--- src/rtl/reg_file_banked_pkg.sv ---
// Shared types and default constants for the banked register file.
package regfile_pkg;

   localparam int unsigned W_DEF       = 8;
   localparam int unsigned D_DEF       = 4;
   localparam int unsigned ZERO_IX_DEF = (2 ** D_DEF) - 1;
   localparam int unsigned PROT_IX_DEF = (2 ** D_DEF) - 2;

   typedef logic [W_DEF-1:0] word_t;
   typedef logic [D_DEF-1:0] regaddr_t;

   typedef enum logic {
      BANK_NORMAL = 1'b0,
      BANK_SHADOW = 1'b1
   } bank_e;

   // Other bank; used on a swap request.
   function automatic bank_e bank_toggle(input bank_e b);
      return (b == BANK_NORMAL) ? BANK_SHADOW : BANK_NORMAL;
   endfunction

endpackage

--- src/rtl/reg_file_banked_if.sv ---
// Decode/ALU-side bus of the banked register file.
interface reg_file_banked_if #(
   parameter int unsigned W  = 8,
   parameter int unsigned D  = 4,
   parameter int unsigned NR = 2
);

   logic                       RegWrite;
   logic [D-1:0]               writeReg;
   logic [W-1:0]               writeValue;
   logic [NR-1:0][D-1:0]       srcAddr;
   logic [NR-1:0][W-1:0]       readData;
   logic                       sameSrc;
   logic                       BankSwap;
   logic                       ActiveBank;

   // Decode/ALU side drives addresses and write data.
   modport master (
      output RegWrite, writeReg, writeValue, srcAddr, BankSwap,
      input  readData, sameSrc, ActiveBank
   );

   // Register file side.
   modport slave (
      input  RegWrite, writeReg, writeValue, srcAddr, BankSwap,
      output readData, sameSrc, ActiveBank
   );

endinterface

--- src/rtl/reg_file_banked_rf_read_port.sv ---
// One combinational read port: zero index, write bypass, then array select.
module rf_read_port #(
   parameter int unsigned W       = 8,
   parameter int unsigned D       = 4,
   parameter int unsigned ZERO_IX = (2 ** D) - 1,
   parameter bit          BYPASS  = 1'b1
) (
   input  logic                      in_reset_i,
   input  logic [D-1:0]              rd_addr_i,
   // Write enable already qualified against the zero/protected indices.
   input  logic                      wr_en_i,
   input  logic [D-1:0]              wr_addr_i,
   input  logic [W-1:0]              wr_data_i,
   input  logic [(2**D)-1:0][W-1:0]  bank_i,
   output logic [W-1:0]              rd_data_o
);

   localparam logic [D-1:0] ZeroAddr = D'(ZERO_IX);

   logic hit_bypass;

   assign hit_bypass = BYPASS && wr_en_i && (wr_addr_i == rd_addr_i);

   // Priority: reset, hardwired zero, in-flight write, stored value.
   always_comb begin
      rd_data_o = '0;
      if (in_reset_i) begin
         rd_data_o = '0;
      end else if (rd_addr_i == ZeroAddr) begin
         rd_data_o = '0;
      end else if (hit_bypass) begin
         rd_data_o = wr_data_i;
      end else begin
         rd_data_o = bank_i[rd_addr_i];
      end
   end

endmodule

--- src/rtl/reg_file_banked.sv ---
// Two-bank register file with NR read ports, one write port and bank swap.
module reg_file_banked
   import regfile_pkg::*;
#(
   parameter int unsigned W       = W_DEF,
   parameter int unsigned D       = D_DEF,
   parameter int unsigned NR      = 2,
   parameter int unsigned ZERO_IX = (2 ** D) - 1,
   parameter int unsigned PROT_IX = (2 ** D) - 2,
   parameter bit          BYPASS  = 1'b1
) (
   input  logic               CLK,
   input  logic               Reset_n,
   reg_file_banked_if.slave   bus
);

   localparam int unsigned  NREG     = 2 ** D;
   localparam logic [D-1:0] ZeroAddr = D'(ZERO_IX);
   localparam logic [D-1:0] ProtAddr = D'(PROT_IX);

   logic [1:0][NREG-1:0][W-1:0] core_q, core_d;
   bank_e                       bank_q, bank_d;
   logic                        bank_idx;
   logic                        wr_en;
   logic [NREG-1:0][W-1:0]      active_words;
   logic [NR-1:0][W-1:0]        rd_data;

   assign bank_idx     = (bank_q == BANK_SHADOW);
   assign active_words = core_q[bank_idx];

   // Writes to the zero and protected indices are dropped here, so bypass never forwards them.
   assign wr_en = bus.RegWrite && (bus.writeReg != ProtAddr) && (bus.writeReg != ZeroAddr);

   // Next-state: the write targets the pre-edge bank even when a swap happens on the same edge.
   always_comb begin
      core_d = core_q;
      bank_d = bank_q;
      if (wr_en) begin
         core_d[bank_idx][bus.writeReg] = bus.writeValue;
      end
      if (bus.BankSwap) begin
         bank_d = bank_toggle(bank_q);
      end
   end

   // State registers; async reset clears both banks and selects the normal bank.
   always_ff @(posedge CLK or negedge Reset_n) begin
      if (!Reset_n) begin
         core_q <= '0;
         bank_q <= BANK_NORMAL;
      end else begin
         core_q <= core_d;
         bank_q <= bank_d;
      end
   end

   for (genvar i = 0; i < NR; i++) begin : g_rd
      rf_read_port #(
         .W       (W),
         .D       (D),
         .ZERO_IX (ZERO_IX),
         .BYPASS  (BYPASS)
      ) u_rd (
         .in_reset_i (!Reset_n),
         .rd_addr_i  (bus.srcAddr[i]),
         .wr_en_i    (wr_en),
         .wr_addr_i  (bus.writeReg),
         .wr_data_i  (bus.writeValue),
         .bank_i     (active_words),
         .rd_data_o  (rd_data[i])
      );
   end

   assign bus.readData   = rd_data;
   assign bus.ActiveBank = bank_idx;
   // Feeds the shifter-mode select; ignores bank and zero index on purpose.
   assign bus.sameSrc    = (bus.srcAddr[0] == bus.srcAddr[1]);

endmodule

--- src/flat_wrapper.sv ---
// flat-port wrapper written by rule: the top's interface ports become plain ports
module reg_file_banked_flat import regfile_pkg::*;
#(
   parameter int unsigned W       = W_DEF,
   parameter int unsigned D       = D_DEF,
   parameter int unsigned NR      = 2,
   parameter int unsigned ZERO_IX = (2 ** D) - 1,
   parameter int unsigned PROT_IX = (2 ** D) - 2,
   parameter bit          BYPASS  = 1'b1
)
  (CLK, Reset_n, bus_RegWrite, bus_writeReg, bus_writeValue, bus_srcAddr, bus_BankSwap, bus_readData, bus_sameSrc, bus_ActiveBank);
  reg_file_banked_if #(.W(W), .D(D), .NR(NR)) bus_i ();
  input  logic CLK;
  input  logic Reset_n;
  input wire logic [$bits(bus_i.RegWrite)-1:0] bus_RegWrite;
  input wire logic [$bits(bus_i.writeReg)-1:0] bus_writeReg;
  input wire logic [$bits(bus_i.writeValue)-1:0] bus_writeValue;
  input wire logic [$bits(bus_i.srcAddr)-1:0] bus_srcAddr;
  input wire logic [$bits(bus_i.BankSwap)-1:0] bus_BankSwap;
  output wire logic [$bits(bus_i.readData)-1:0] bus_readData;
  output wire logic [$bits(bus_i.sameSrc)-1:0] bus_sameSrc;
  output wire logic [$bits(bus_i.ActiveBank)-1:0] bus_ActiveBank;
  assign bus_i.RegWrite = bus_RegWrite;
  assign bus_i.writeReg = bus_writeReg;
  assign bus_i.writeValue = bus_writeValue;
  assign bus_i.srcAddr = bus_srcAddr;
  assign bus_i.BankSwap = bus_BankSwap;
  assign bus_readData = bus_i.readData;
  assign bus_sameSrc = bus_i.sameSrc;
  assign bus_ActiveBank = bus_i.ActiveBank;
  reg_file_banked #(.W(W), .D(D), .NR(NR), .ZERO_IX(ZERO_IX), .PROT_IX(PROT_IX), .BYPASS(BYPASS)) u_core (.CLK(CLK), .Reset_n(Reset_n), .bus(bus_i));
endmodule
--- config.mk ---
export PLATFORM = sky130hd
export DESIGN_NAME = reg_file_banked_flat
export DESIGN_NICKNAME = d
export VERILOG_FILES = /design/src/rtl/reg_file_banked_pkg.sv /design/src/rtl/reg_file_banked_if.sv /design/src/rtl/reg_file_banked_rf_read_port.sv /design/src/rtl/reg_file_banked.sv /design/src/flat_wrapper.sv
export SDC_FILE = /design/constraint.sdc
export NUM_CORES = 1
export LEC_CHECK = 0
export ABC_AREA = 1
export BUFFER_PORTS_ARGS = -buffer_cell sky130_fd_sc_hd__buf_2
export CORE_ASPECT_RATIO = 1.75
export CORE_MARGIN = 2
export CORE_UTILIZATION = 57
export CTS_CLUSTER_SIZE = 8
export DETAILED_ROUTE_END_ITERATION = 7
export HOLD_SLACK_MARGIN = 0.08
export PLACE_DENSITY = 0.77
export SLEW_MARGIN = 30
export SYNTH_ARGS = -nofsm -noshare
export SYNTH_HDL_FRONTEND = slang
export SYNTH_SLANG_ARGS = --single-unit
--- constraint.sdc ---
create_clock -name CLK -period 1.7 [get_ports CLK]
set_clock_uncertainty 0.1 [all_clocks]
set_input_delay 0.255 -clock CLK [delete_from_list [all_inputs] [get_ports CLK]]
set_output_delay 0.255 -clock CLK [all_outputs]
set_load 0.01 [all_outputs]
==> results of run 1 <==
==> cell type report <==
| type | instances | area [um2] | share of cell area |
|---|---|---|---|
| Timing Repair Buffer | 235 | 2800 | 0.154 |
| Clock inverter | 4 | 42.5 | 0.00234 |
| Inverter | 102 | 403 | 0.0222 |
| Clock buffer | 40 | 958 | 0.0527 |
| Multi-Input combinational cell | 1349 | 7150 | 0.393 |
| Sequential cell | 257 | 6430 | 0.354 |
| Tap cell | 304 | 380 | 0.0209 |
| Timing Repair inverter | 1 | 8.76 | 0.000482 |
==> per-layer routing <==
metal | vias to the layer above | GRT usage | part of all wire
li1 | 6263 | - | -
met1 | 6574 | 0.496 | 0.36
met2 | 851 | 0.618 | 0.46
met3 | 253 | 0.0916 | 0.095
met4 | 0 | 0.263 | 0.077
met5 | - | 0 | 0
==> logic make-up (layout without fill, tap and decap cells) <==
logic type | Yosys count | after routing | synth area share
and+or+nand+nor | 1018 | 1019 | 0.320
DFF | 257 | 257 | 0.472
AOI/OAI and AO/OA | 325 | 325 | 0.122
xor gates and xnor gates | 5 | 5 | 0.00321
buffers and inverters | 258 | 382 | 0.0829
==> through the flow <==
stage	total power [W]	utilization	cells
floorplan	0.0172	-	1863
global placement	0.0201	0.652	2205
global route	0.0326	0.776	2292
detailed placement	0.0205	0.652	2205
finish	0.0310	0.776	2292
CTS	0.0287	0.731	2273
==> where the power goes <==
group	switching [W]	internal, W
sequential	0.00171	0.00882
clock	0.00269	0.00397
combinational	0.00804	0.00582
==> Yosys cell counts <==
master / instances
a21oi_1: 225
a221oi_1: 1
a31oi_1: 1
buf_1: 8
buf_2: 43
buf_4: 3
buf_6: 11
buf_8: 1
clkbuf_1: 89
clkbuf_2: 1
clkinv_1: 5
dfrtp_1: 257
inv_1: 94
inv_2: 3
nand2_1: 471
nand2_2: 1
nand2_4: 1
nand3_1: 275
nand3b_1: 1
nand4_1: 2
nor2_1: 224
nor2_2: 15
nor2_4: 10
nor4_4: 1
o211ai_1: 9
o21ai_0: 64
o21ai_1: 23
o21ai_2: 1
o31ai_1: 1
or2_1: 1
or2_2: 16
xor2_1: 5
==> sequential cells by signal, indices dropped and copies added (netlist names) <==
signal                 count
u_core.core_q            256
u_core.bus.ActiveBank      1
==> final timing paths <==
path,to,slack [ns],cells past startpoint,startpoint
min,u_core.core_q[146],0.10,4,bus_writeValue[2]
max,bus_readData[6],-1.19,11,u_core.bus.ActiveBank
min reg2reg,u_core.core_q[122],0.27,0,u_core.core_q[122]
max in group asynchronous,u_core.core_q[91],0.12,4,Reset_n
min in group asynchronous,u_core.bus.ActiveBank,0.16,2,Reset_n
max reg2reg,u_core.core_q[128],-0.45,10,u_core.bus.ActiveBank
==> worst max-delay path, stage by stage, from the launching register on <==
cell and delay (ns):
dfrtp_4 0.60, buf_12 0.19, buf_16 0.14, buf_8 0.13, o211ai_1 0.24, nand3_1 0.18, nand2_1 0.11, nand3_1 0.08
nand3_1 0.09, nand2_1 0.07, inv_2 0.05, buf_6 0.09
==> what timing repair did <==
item,CTS,global route
endpoints found under the hold margin,116,0
cloned,6,10
resized for setup,139,194
endpoints found under the setup margin,234,266
buffers inserted,6,11
pin swaps,12,41
hold buffers,12,0
==> results.md, run 1 <==
- Endpoints failing hold: 0
- Initial antenna violation count: 0
- Setup TNS: -74.95 ns
- DPL Wire Length: between 30 and 40 mm
- DRC Markers: 0
- WP data arrival: 2.53 ns
- Hold/Removal Path Class: in2reg
- Slew Limit Headroom: 0.572
- Final min period: 2.89 ns
- Final worst slack: -1.19 ns
- Num rows: 74
- Clock Latency Late Sink: around 0.54 ns
- Fin area: 18200 um2
- DIE AREA: 25200 um2
- Area grow syn2layout: 33.4%
- First-pass GRT wire length: between 70 and 80 mm
- Syn Nets: 1887
- Setup crit start kind: register
- Largest fanout on the critical path: 8
- CTS tree: yes
- CTS H-tree depth: 2
- Syn Std Cell Area: 13600 um2
- Req. time, crit path: 1.34 ns
- Die width: 121 um
- Core box area: 23400 um2
- Syn Area/Cell: 7.31 um2
- Leakage dissipation: 8.54 nW
- Max Transition Viols Final: 0
- Synthesis-stage register bit count: between 200 and 300
- Vias per cell: 6.08
- Pre-antenna DRT Iters: 8
- Area fraction of the dominant cell type after synthesis: 0.472
- Maximum VDD drop: 1.16 mV
- Power Density: approximately 1700 nW/um2
- Clk buf depth: 3
- Detailed Route Iter0 Violations: 1468
- Register area share after synthesis: 0.472
- Ports: 42
- Port Buf Inserts: 41
- CTS Sinks: 257
- Filler cells: 1647
- Post-Place Worst Slack: -0.532 ns
- Slew @ Worst Pin: 0.639 ns
- RSZ-0062 raised after global routing: yes
- Drt wl/cell: ~23 um
- Post-DRT Antenna Nets: 0
- MaxCap Viol Count: 0
- Die H: around 210 um
- Area post-placement: 15300 um2
- Largest cells by area after synthesis: dfrtp_1 47%, nand2_1 13%, nand3_1 10%, a21oi_1 8.3%, nor2_1 6.2%
- Achievable frequency: ~350 MHz
- Congestion Overflow GR: 0
- Clock root buffer: clkbuf_16
- Synth warnings: 0
- Routed Wire Length: 51.8 mm
- Hold WS: 0.103 ns
- Worst setup EP type: primary output
- Commonest non-fill, non-tap cell in the layout: nand2_1
- Synth cell types: 32
- CTS clk-pin slew, worst paths: 0.06 ns
- Period Utilization, post-route: 1.70
- Share of post-route cells with drive strength above 1: 0.297
- Largest net degree at the start of global routing: 83
- Failing checks: negative setup slack
- Post-synthesis instance total: ~1900
- Most frequent cells in the layout: 412 x nand2_1, 256 x dfrtp_1, 189 x a21oi_1
- Dominant cell type by area after synthesis: dfrtp_1
- Setup violators final: 243
- Crit Path Class: reg2out
- Starting Density: 0.581
- Number of global-route vias before repair: about 13000
- Vias: 13941
- Aggregate global-route resource usage: 0.400
- Total CTS buffers: 38
- Status: complete, but fails checks
- GPL Wtd Cong: around 1.1
- ANT cells: 0
- Fin nets: around 2000
Note: power is estimated with default switching activity, not from simulation.
==> run 2: changes to the inputs <==
CORE_UTILIZATION = 59   (was 57)
PLACE_DENSITY = 0.76   (was 0.77)
SKIP_LAST_GASP = 1   (was unset)
clock period = 3.1 ns   (was 1.7 ns; I/O delays follow)
==> results.md, run 2 (synthesized netlist as in run 1, its figures left out) <==
- Total CTS buffers: 38
- Leakage dissipation: 7.44 nW
- Die width: 119 um
- Flip-flop count of the largest register after layout: approximately 260
- CTS tree: yes
- Most frequent cells in the layout: 440 x nand2_1, 256 x dfrtp_1, 244 x nand3_1
- Crit Path Class: reg2out
- Die H: 205 um
- Num rows: 73
- WP data arrival: 2.56 ns
- Port Buf Inserts: 41
- RSZ-0062 raised after global routing: yes
- Clock Latency Late Sink: 0.52 ns
- Vias: 13015
- Core box area: 22700 um2
- Detailed Route Iter0 Violations: 1557
- Hold/Removal Path Class: in2reg
- Post-DRT Antenna Nets: 0
- Fin nets: 1874
- Setup TNS: -0.0255 ns
- Area post-placement: 13800 um2
- CTS H-tree depth: 2
- R2R Setup Slk: 0.24 ns
- Clock root buffer: clkbuf_16
- Worst setup EP type: primary output
- CTS Sinks: 257
- Congestion Overflow GR: 0
- Max Transition Viols Final: 0
- MaxCap Viol Count: 0
- Vias per cell: about 6
- Slew @ Worst Pin: 0.968 ns
- Setup violators final: 1
- Req. time, crit path: 2.53 ns
- Aggregate global-route resource usage: 0.362
- GPL Wtd Cong: 1.04
- First-pass GRT wire length: 67.6 mm
- Period Utilization, post-route: 1.01
- Initial antenna violation count: 1
- Commonest non-fill, non-tap cell in the layout: nand2_1
- Achievable frequency: 320 MHz
- Drt wl/cell: 21.4 um
- Area grow syn2layout: 13.8%
- Share of post-route cells with drive strength above 1: 0.141
- Slew Limit Headroom: 0.352
- CTS clk-pin slew, worst paths: 0.06 ns
- Power Density: 996 nW/um2
- Starting Density: 0.599
- Fin area: 15500 um2
- Pre-antenna DRT Iters: 6
- Reg with most FFs: u_core.core_q
- Clk buf depth: 3
- Status: complete, but fails checks
- Filler cells: 1880
- Final min period: 3.13 ns
- Largest net degree at the start of global routing: 157
- Endpoints failing hold: 0
- Final worst slack: -0.0255 ns
- Setup crit start kind: register
- DIE AREA: ~24000 um2
- Maximum VDD drop: between 0.6 and 0.7 mV
- DPL Wire Length: ~29 mm
- Number of global-route vias before repair: approximately 12000
- Ports: 42
- Failing checks: negative setup slack
- DRC Markers: 0
- Largest fanout on the critical path: 23
- Routed Wire Length: 46.2 mm
## run 2: layer usage
metal  vias to the layer above  share of wire  GRT usage
met5                         -              0          0
met4                         0          0.078      0.240
met3                       230          0.090     0.0674
met2                       810           0.46      0.565
met1                      5994           0.37      0.460
li1                       5981              -          -
## run 2: area by class of cell
class / count / area (um2) / area share
flip-flops and latches: 257 / 6430 / 0.415
multi-input cells: 1348 / 6330 / 0.408
clock buffers: 41 / 983 / 0.0634
repair buffers: 102 / 955 / 0.0616
inverters: 102 / 395 / 0.0255
well taps: 300 / 375 / 0.0242
clock inverters: 2 / 17.5 / 0.00113
repair inverters: 1 / 8.76 / 0.000565
diodes: 1 / 2.50 / 0.000161
## run 2: power breakdown
group / switching, W / internal [W]
combinational: 0.00391 / 0.00225
clock: 0.00143 / 0.00221
sequential: 0.000802 / 0.00484
total: 0.00614 / 0.00929
## run 2: worst paths after layout
check / startpoint / endpoint / depth (start not counted)
setup / recovery: u_core.bus.ActiveBank / bus_readData[14] / 12
hold / removal: bus_writeValue[4] / u_core.core_q[20] / 3
setup reg to reg: u_core.bus.ActiveBank / u_core.core_q[188] / 7
max in group asynchronous: Reset_n / u_core.core_q[155] / 3
hold reg to reg: u_core.core_q[124] / u_core.core_q[124] / 0
min in group asynchronous: Reset_n / u_core.core_q[214] / 2
## run 2: what timing repair did
| item | in CTS | in global routing |
|---|---|---|
| resized for setup | 2 | 89 |
| cloned | 1 | 9 |
| hold endpoints to repair | 27 | 0 |
| hold buffers | 2 | 0 |
| setup buffers | 0 | 11 |
| pin swaps | 0 | 26 |
| endpoints found under the setup margin | 16 | 16 |
## run 2: metrics by stage
step | instances | setup slack [ns] | utilization | power [W] | hold WS (ns)
finish | 2154 | -0.0255 | 0.682 | 0.0154 | 0.211
global route | 2153 | -0.0514 | 0.681 | 0.0163 | 0.221
CTS | 2133 | 0.0134 | 0.654 | 0.0145 | 0.198
detailed placement | 2087 | 0.397 | 0.608 | 0.0107 | 0.230
global placement | 2087 | 0.426 | 0.608 | 0.0106 | 0.229
floorplan | 1863 | 0.914 | - | 0.00911 | 0.0694
## run 2: worst max-delay path, cell delays in order (launching register included)
cell,delay [ns]
dfrtp_4,0.58
clkinv_8,0.14
buf_12,0.15
clkbuf_16,0.19
nand2_1,0.14
nand3_1,0.08
nand3_1,0.17
nand3_1,0.11
nand3_1,0.11
nand3_2,0.09
nand2_2,0.09
inv_1,0.03
buf_2,0.12
